`config.mk`:
```
export PLATFORM = sky130hd
export DESIGN_NAME = reg_stream_fifo
export DESIGN_NICKNAME = d
export VERILOG_FILES = /design/src/rtl/reg_stream_fifo_pkg.sv /design/src/rtl/reg_stream_fifo_mem.sv /design/src/rtl/reg_stream_fifo.sv
export SDC_FILE = /design/constraint.sdc
export NUM_CORES = 1
export LEC_CHECK = 0
export BUFFER_PORTS_ARGS = -buffer_cell sky130_fd_sc_hd__buf_4
export CORE_MARGIN = 3
export CORE_UTILIZATION = 25
export DETAILED_ROUTE_END_ITERATION = 10
export HOLD_SLACK_MARGIN = 0.08
export SLEW_MARGIN = 5
export SYNTH_ARGS = -nofsm -noshare
export SYNTH_HDL_FRONTEND = slang
export SYNTH_SLANG_ARGS = --single-unit
```
`constraint.sdc`:
```
create_clock -name CLK -period 4.85 [get_ports CLK]
set_input_delay 0.2425 -clock CLK [delete_from_list [all_inputs] [get_ports CLK]]
set_output_delay 0.2425 -clock CLK [all_outputs]
set_load 0.03 [all_outputs]
```
`src/rtl/reg_stream_fifo_pkg.sv`:
```
// Shared definitions for the register stream FIFO and the downstream
// reset-to-constant data register stage.
//   STREAM_WIDTH  data width of the stream
//   STREAM_INIT   value the downstream register resets to; the FIFO shows
//                 it on O_data whenever it is empty
//   clog2_count   bits needed to hold an occupancy of 0..depth
package reg_stream_fifo_pkg;

    localparam int                    STREAM_WIDTH = 8;
    localparam logic [STREAM_WIDTH-1:0] STREAM_INIT  = 8'hDE;

    function automatic int clog2_count(input int depth);
        return $clog2(depth + 1);
    endfunction

endpackage

```
`src/rtl/reg_stream_fifo_mem.sv`:
```
// Storage array for reg_stream_fifo: DEPTH x WIDTH registers, one synchronous
// write port and one asynchronous read port. The array has no reset, so its
// contents are undefined until written.
// Ports:
//   clk    clock
//   we     write enable
//   waddr  write address
//   wdata  write data
//   raddr  read address
//   rdata  read data (combinational from raddr)
module reg_fifo_mem #(
    parameter int WIDTH = 8,
    parameter int DEPTH = 4,
    parameter int AW    = $clog2(DEPTH)
) (
    input  logic             clk,
    input  logic             we,
    input  logic [AW-1:0]    waddr,
    input  logic [WIDTH-1:0] wdata,
    input  logic [AW-1:0]    raddr,
    output logic [WIDTH-1:0] rdata
);

    logic [WIDTH-1:0] mem [DEPTH];

    always_ff @(posedge clk) begin
        if (we) begin
            mem[waddr] <= wdata;
        end
    end

    assign rdata = mem[raddr];

endmodule

```
`src/rtl/reg_stream_fifo.sv`:
```
// First-word-fall-through valid/ready FIFO feeding the reset-to-constant data
// register stage. The head word is visible on O_data while O_valid is high;
// when empty, O_data shows INIT, the same constant the downstream register
// resets to.
// Ports:
//   CLK      clock, all state updates on the rising edge
//   RESET    synchronous active-high reset
//   I_data   write data
//   I_valid  producer offers I_data
//   I_ready  FIFO can accept (not full)
//   O_data   head entry, or INIT when empty
//   O_valid  head entry valid (not empty)
//   O_ready  consumer takes the head this cycle
//   count    current occupancy, 0..DEPTH
module reg_stream_fifo
    import reg_stream_fifo_pkg::*;
#(
    parameter int               WIDTH = STREAM_WIDTH,
    parameter int               DEPTH = 4,
    parameter logic [WIDTH-1:0] INIT  = STREAM_INIT
) (
    input  logic                          CLK,
    input  logic                          RESET,
    input  logic [WIDTH-1:0]              I_data,
    input  logic                          I_valid,
    output logic                          I_ready,
    output logic [WIDTH-1:0]              O_data,
    output logic                          O_valid,
    input  logic                          O_ready,
    output logic [clog2_count(DEPTH)-1:0] count
);

    localparam int AW = $clog2(DEPTH);
    localparam int CW = clog2_count(DEPTH);
    localparam logic [CW-1:0] FULL_CNT = CW'(DEPTH);

    logic [AW-1:0]    wr_ptr_q, wr_ptr_d;
    logic [AW-1:0]    rd_ptr_q, rd_ptr_d;
    logic [CW-1:0]    count_q, count_d;
    logic             push, pop;
    logic [WIDTH-1:0] rdata;

    // Ready/valid depend only on the registered count, so there is no
    // combinational path from I_valid/O_ready back to them.
    assign I_ready = (count_q != FULL_CNT);
    assign O_valid = (count_q != '0);
    assign push    = I_valid & I_ready;
    assign pop     = O_valid & O_ready;

    always_comb begin
        wr_ptr_d = wr_ptr_q;
        rd_ptr_d = rd_ptr_q;
        count_d  = count_q;
        if (push) begin
            wr_ptr_d = wr_ptr_q + AW'(1);
        end
        if (pop) begin
            rd_ptr_d = rd_ptr_q + AW'(1);
        end
        if (push && !pop) begin
            count_d = count_q + CW'(1);
        end else if (pop && !push) begin
            count_d = count_q - CW'(1);
        end
    end

    always_ff @(posedge CLK) begin
        if (RESET) begin
            wr_ptr_q <= '0;
            rd_ptr_q <= '0;
            count_q  <= '0;
        end else begin
            wr_ptr_q <= wr_ptr_d;
            rd_ptr_q <= rd_ptr_d;
            count_q  <= count_d;
        end
    end

    // Writes are suppressed during reset so a reset cycle performs no push.
    reg_fifo_mem #(
        .WIDTH (WIDTH),
        .DEPTH (DEPTH),
        .AW    (AW)
    ) u_mem (
        .clk   (CLK),
        .we    (push & ~RESET),
        .waddr (wr_ptr_q),
        .wdata (I_data),
        .raddr (rd_ptr_q),
        .rdata (rdata)
    );

    assign O_data = (count_q == '0) ? INIT : rdata;
    assign count  = count_q;

endmodule

```
# [After elaboration in Yosys (flattened, before gate mapping)]
# Memories as Yosys holds them, arrays and structs flattened. A register that Yosys moved wholly into a read port is not among the register bits.
# Index checks and enable logic that the tools add are counted.
[totals] register_bits=7 ramBits=32 inputBits=12 wordCells=27 memories=1
[mem_list] name="u_mem.mem" words=4 width=8 rd=1 rd_clocked_by_memory_dff=1 wr=1 line="reg_stream_fifo_mem.sv:24" rtl="logic [WIDTH-1:0] mem [DEPTH];"
[op_classes] add_sub_neg=4 n_eq_ne=1 mux=7 n_bitwise=4 n_reduce_logical=7
[ops] op="2-to-1 mux 8 bit" count=1
[ops] op="2-to-1 mux 3 bit" count=2
[ops] op="adder 2 x 1 -> 2 bit (second input constant)" count=2
[ops] op="2-to-1 mux 2 bit" count=2
[ops] op="adder 3 x 1 -> 3 bit (second input constant)" count=1
[ops] op="bitwise AND 1 bit" count=3
[ops] op="zero test 3 bit" count=1
[ops] op="inequality test 3 bit (second input constant)" count=1
[ops] op="nonzero test 3 bit" count=1
[ops] op="subtractor 3 x 1 -> 3 bit (second input constant)" count=1
[ops] op="logical AND 1 bit" count=2
[ops] op="zero test 1 bit" count=2
[ops] op="2-to-1 mux 1 bit" count=2
[ops] op="nonzero test 2 bit" count=1
[ops] op="inverter 1 bit" count=1

# [Longest topological paths before layout]
[depth] word_depth=6 ltp_mapped=9

# [Cells and area by module]
# A second synthesis with hierarchy kept.
[unflattened] hier_cells=94 area_unflattened_um2=1602.8
[by_module_without_submodules] mod="reg_fifo_mem" n_inst=1 cells_each=46 area_each_um2=1188.6
[by_module_without_submodules] mod="reg_stream_fifo" n_inst=1 cells_each=48 area_each_um2=414.1

# [Least setup slack after synthesis]
# No wires, ideal clock.
[synth_path] path_type="register to register" from="register count_q[0] (netlist: count[0])" to="register count_q[2] (netlist: count[2])" setup_ps=71 t_arrival_ps=2283 required_ps=4779 path_slack_ps=2496 path_stages_with_launch=10 synth_period_minus_slack_ps=2354 path_cell_list="dfxtp_1 or3b_4 nand2_4 inv_4 ha_1 inv_1 fa_1 xor2_1 or3_2 a21oi_1"
[synth_via] elab_chain_cells=5 word_cells_on_any_way=13 classes_between="2 x add/sub; 1 x eq/ne; 2 x mux; 2 x bitwise; 6 x reduce/logical"
[synth_lines] element="start, declared" line="reg_stream_fifo.sv:39" rtl="logic [CW-1:0] count_q, count_d;"
[synth_lines] element="start signal, assigned" line="reg_stream_fifo.sv:75" rtl="count_q <= count_d;"
[synth_lines] element="inequality test 3 bit (*)" line="reg_stream_fifo.sv:45" rtl="assign I_ready = (count_q != FULL_CNT);"
[synth_lines] element="via I_ready" line="reg_stream_fifo.sv:26" rtl="output logic I_ready,"
[synth_lines] element="bitwise AND 1 bit (*)" line="reg_stream_fifo.sv:47" rtl="assign push = I_valid & I_ready;"
[synth_lines] element="via push" line="reg_stream_fifo.sv:40" rtl="logic push, pop;"
[synth_lines] element="zero test 1 bit" line="reg_stream_fifo.sv:62" rtl="end else if (pop && !push) begin"
[synth_lines] element="logical AND 1 bit" line="reg_stream_fifo.sv:62"
[synth_lines] element="nonzero test 2 bit (no line)"
# The timed path passes the listed nets; every way through them passes the cells marked *. The select of a mux whose other input is x is not followed.
# A chain may end at the register's enable or synchronous reset.

# [Worst setup path after layout]
[layout_path] from="register count_q[1] (netlist: count[1])" to="register count_q[2] (netlist: count[2])"
[layout_via] elab_chain_cells=5 word_cells_on_any_way=13 classes_between="2 x add/sub; 1 x eq/ne; 2 x mux; 2 x bitwise; 6 x reduce/logical"
[layout_lines] element="parallel branches: the longest is 5 deep, another holds subtractor 3 x 1 -> 3 bit"
# Several ways; the timed one is not identified. The select of a mux whose other input is x is not followed.

==> reports/qor.yml <==
routing:
  postRouteAntennaNets: 0
  drtIter0Drc: 35
  routedWlPerCell_um: 13.5
  drc: 0
  vias: 873
  vias_per_cell: 4.14
  wl_mm: 2.85
  first_pass_iters: 4
worst_setup_path:
  end_kind: "flip-flop"
  crit_required_ns: 5.08
  crit_chain: "o31ai_1, ha_1, inv_1, fa_1, xor2_1, or3_2, a21oi_1"
  crit_arrival_ns: 2.47
  crit_family: "adder cells"
  worstSetupPathType: "flip-flop to flip-flop"
  crit_fanout: 6
  path_buf_inv: 1
  cp_slowest_cell: "or3_2"
  max_stage_delay_ns: 0.41
  startpoint_type: "flip-flop"
power:
  p_leak_nw: 0.762
  ir_worst_vdd_mv: 0.299
  power_density_nw_per_um2: 577
synthesis:
  synth_most_common_cell: "edfxtp_1"
  yosysTopAreaCellShare_pct: 56.8
  yosys_warnings: 0
  synth_seq_area_share_pct: 67.5
  ys_seq_elements: 41
  ys_top_cells_by_count: "edfxtp_1 (32), dfxtp_1 (9), mux4_2 (8)"
  synthTopCellsByArea: "edfxtp_1 (57%), dfxtp_1 (11%), mux4_2 (11%)"
  synthDistinctLibCells: 26
  syn_inst: 101
  syn_area_um2: 1690
  syn_nets: 119
  synth_edf_count: 32
  async_flop_share_pct: 0
  ys.flop_type: "edfxtp_1"
  syn_area_per_cell_um2: 16.7
  yosys.area.top_type: "edfxtp_1"
floorplanning:
  die_x_um: 88.2
  core-area_um2: 6460
  die-area_um2: 7780
  rows: 29
  initial_core_util_pct: 26.2
  io_pins: 25
  die_h_um: 88.2
global_route:
  gr-total-overflow: 0
  top_usage_layer: "met2"
  grt_pass1_vias: 932
  met2_usage_pct: 13.8
  grt_pass1_wl_mm: 4.67
  grtUsageMet1_pct: 9.54
  met3_usage_pct: 3.26
  track_usage_pct: 8.33
  grt_start_max_net_pins: 15
  antenna_found_initial: 0
cells_and_area:
  n_fill_cell: 640
  n_antenna_cell: 0
  layout.cells.non_filler: 211
  drive_gt1_share_pct: 37.3
  finalNetCount: 151
  syn2layout_area_growth_pct: 24.4
clock_network:
  cts_root_buf: "clkbuf_8"
  clock_path_buffers: 2
  clkLatencyLatePin_ns: 0.29
  cts.sinks: 41
  cts_resized: 0
  numCtsBuffers: 5
  clkTransAtPathRegs_ns: 0.08
  cts_hold_buf: 0
  post_cts_buffers: 0
  htree_levels: 2
  tritoncts: "yes"
placed_design:
  dp.cells: 203
  dp_hpwl_mm: 2.04
  gp_congestion: 0.706
  numPortBuffers: 24
sta:
  fin_skew_ns: 0.00705
  timing.setup.tns_ns: 0
  drv_slew: 0
  grt_setup_unrepaired: "false"
  finalHoldViolCount: 0
  setup_viol: 0
  clock.fmax_mhz: 445
  fin_crit_sh_pct: 46.4
  max_slew.worst_pin.slew_ns: 0.552
  min_period_ns: 2.25
  relSlewSlack_pct: 63.1
outcome:
  status: "complete, no violations"
job:
  drv_cap: 0
hold_path:
  hp-class: "input port to flip-flop"
area by class of cell:
type	count	area, um^2	share of cell area, %
timing repair buffer	29	218	10.4
clock buffer	7	108	5.12
multi-input combinational	51	512	24.3
inverter	5	21.3	1.01
sequential	41	1140	54.3
tap	77	96.3	4.58
clock inverter	1	6.26	0.298
path summary, 6_finish.rpt:
check,from,cells after the start,slack (ns),endpoint
worst max register to register,count[1],7,2.60,count[2]
worst min register to register,rd_ptr_q[1],2,0.50,rd_ptr_q[1]
worst min-delay path,I_data[3],1,0.15,u_mem.mem[0][3]
worst max-delay path,count[1],7,2.60,count[2]
logic make-up (layout without fill, tap and decap cells):
group,after synthesis,after routing,share of synthesized area (%)
AO/OA/AOI/OAI,5,5,1.63
XOR/XNOR,3,3,1.55
adder cells (fa/ha/maj),6,6,4.89
buffers and inverters,9,42,2.22
flip-flops,41,41,67.5
multiplexers,11,11,12.7
AND/OR/NAND/NOR,26,26,9.47
power by group:
group	switching [mW]	internal, mW
Combinational	0.270	0.215
Sequential	0.0493	0.420
Clock	0.111	0.147
cells in the final DEF, fill, tap and decap left out, types with 3 or more instances in the layout:
| cell | Yosys | routed |
|---|---|---|
| buf_4 | 0 | 29 |
| clkbuf_8 | 0 | 6 |
| dfxtp_1 | 9 | 9 |
| edfxtp_1 | 32 | 32 |
| ha_1 | 5 | 5 |
| inv_1 | 4 | 4 |
| mux4_2 | 8 | 8 |
| nor2_1 | 6 | 6 |
| nor3b_1 | 4 | 4 |
| or2_1 | 6 | 6 |
| xor2_1 | 3 | 3 |
through the flow:
step           cell area [um^2]  util [%]  total power [mW]  hold WS (ns)  setup slack, ns
5_1_grt                    2100      32.5              1.30         0.134             2.35
3_3_place_gp               1990      30.8             0.961         0.444             2.72
2_1_floorplan              1690         -             0.798         0.341             2.50
4_1_cts                    2100      32.5              1.24         0.134             2.56
6_report                   2100      32.5              1.21         0.147             2.60
3_5_place_dp               1990      30.8             0.975         0.446             2.60
sequential cells by signal, summed over array words and instances (netlist names), named ones only:
| signal | flops |
|---|---|
| rd_ptr_q | 2 |
| count | 3 |
| u_mem.mem | 32 |
| wr_ptr_q | 2 |
per-layer routing:
| metal | up-vias | share of wire [%] |
|---|---|---|
| met5 | - | 0 |
| met4 | 0 | 1.9 |
| met3 | 5 | 4.5 |
| met2 | 21 | 51 |
| met1 | 410 | 43 |
| li1 | 437 | - |
Power figures use the tool's default switching activity.
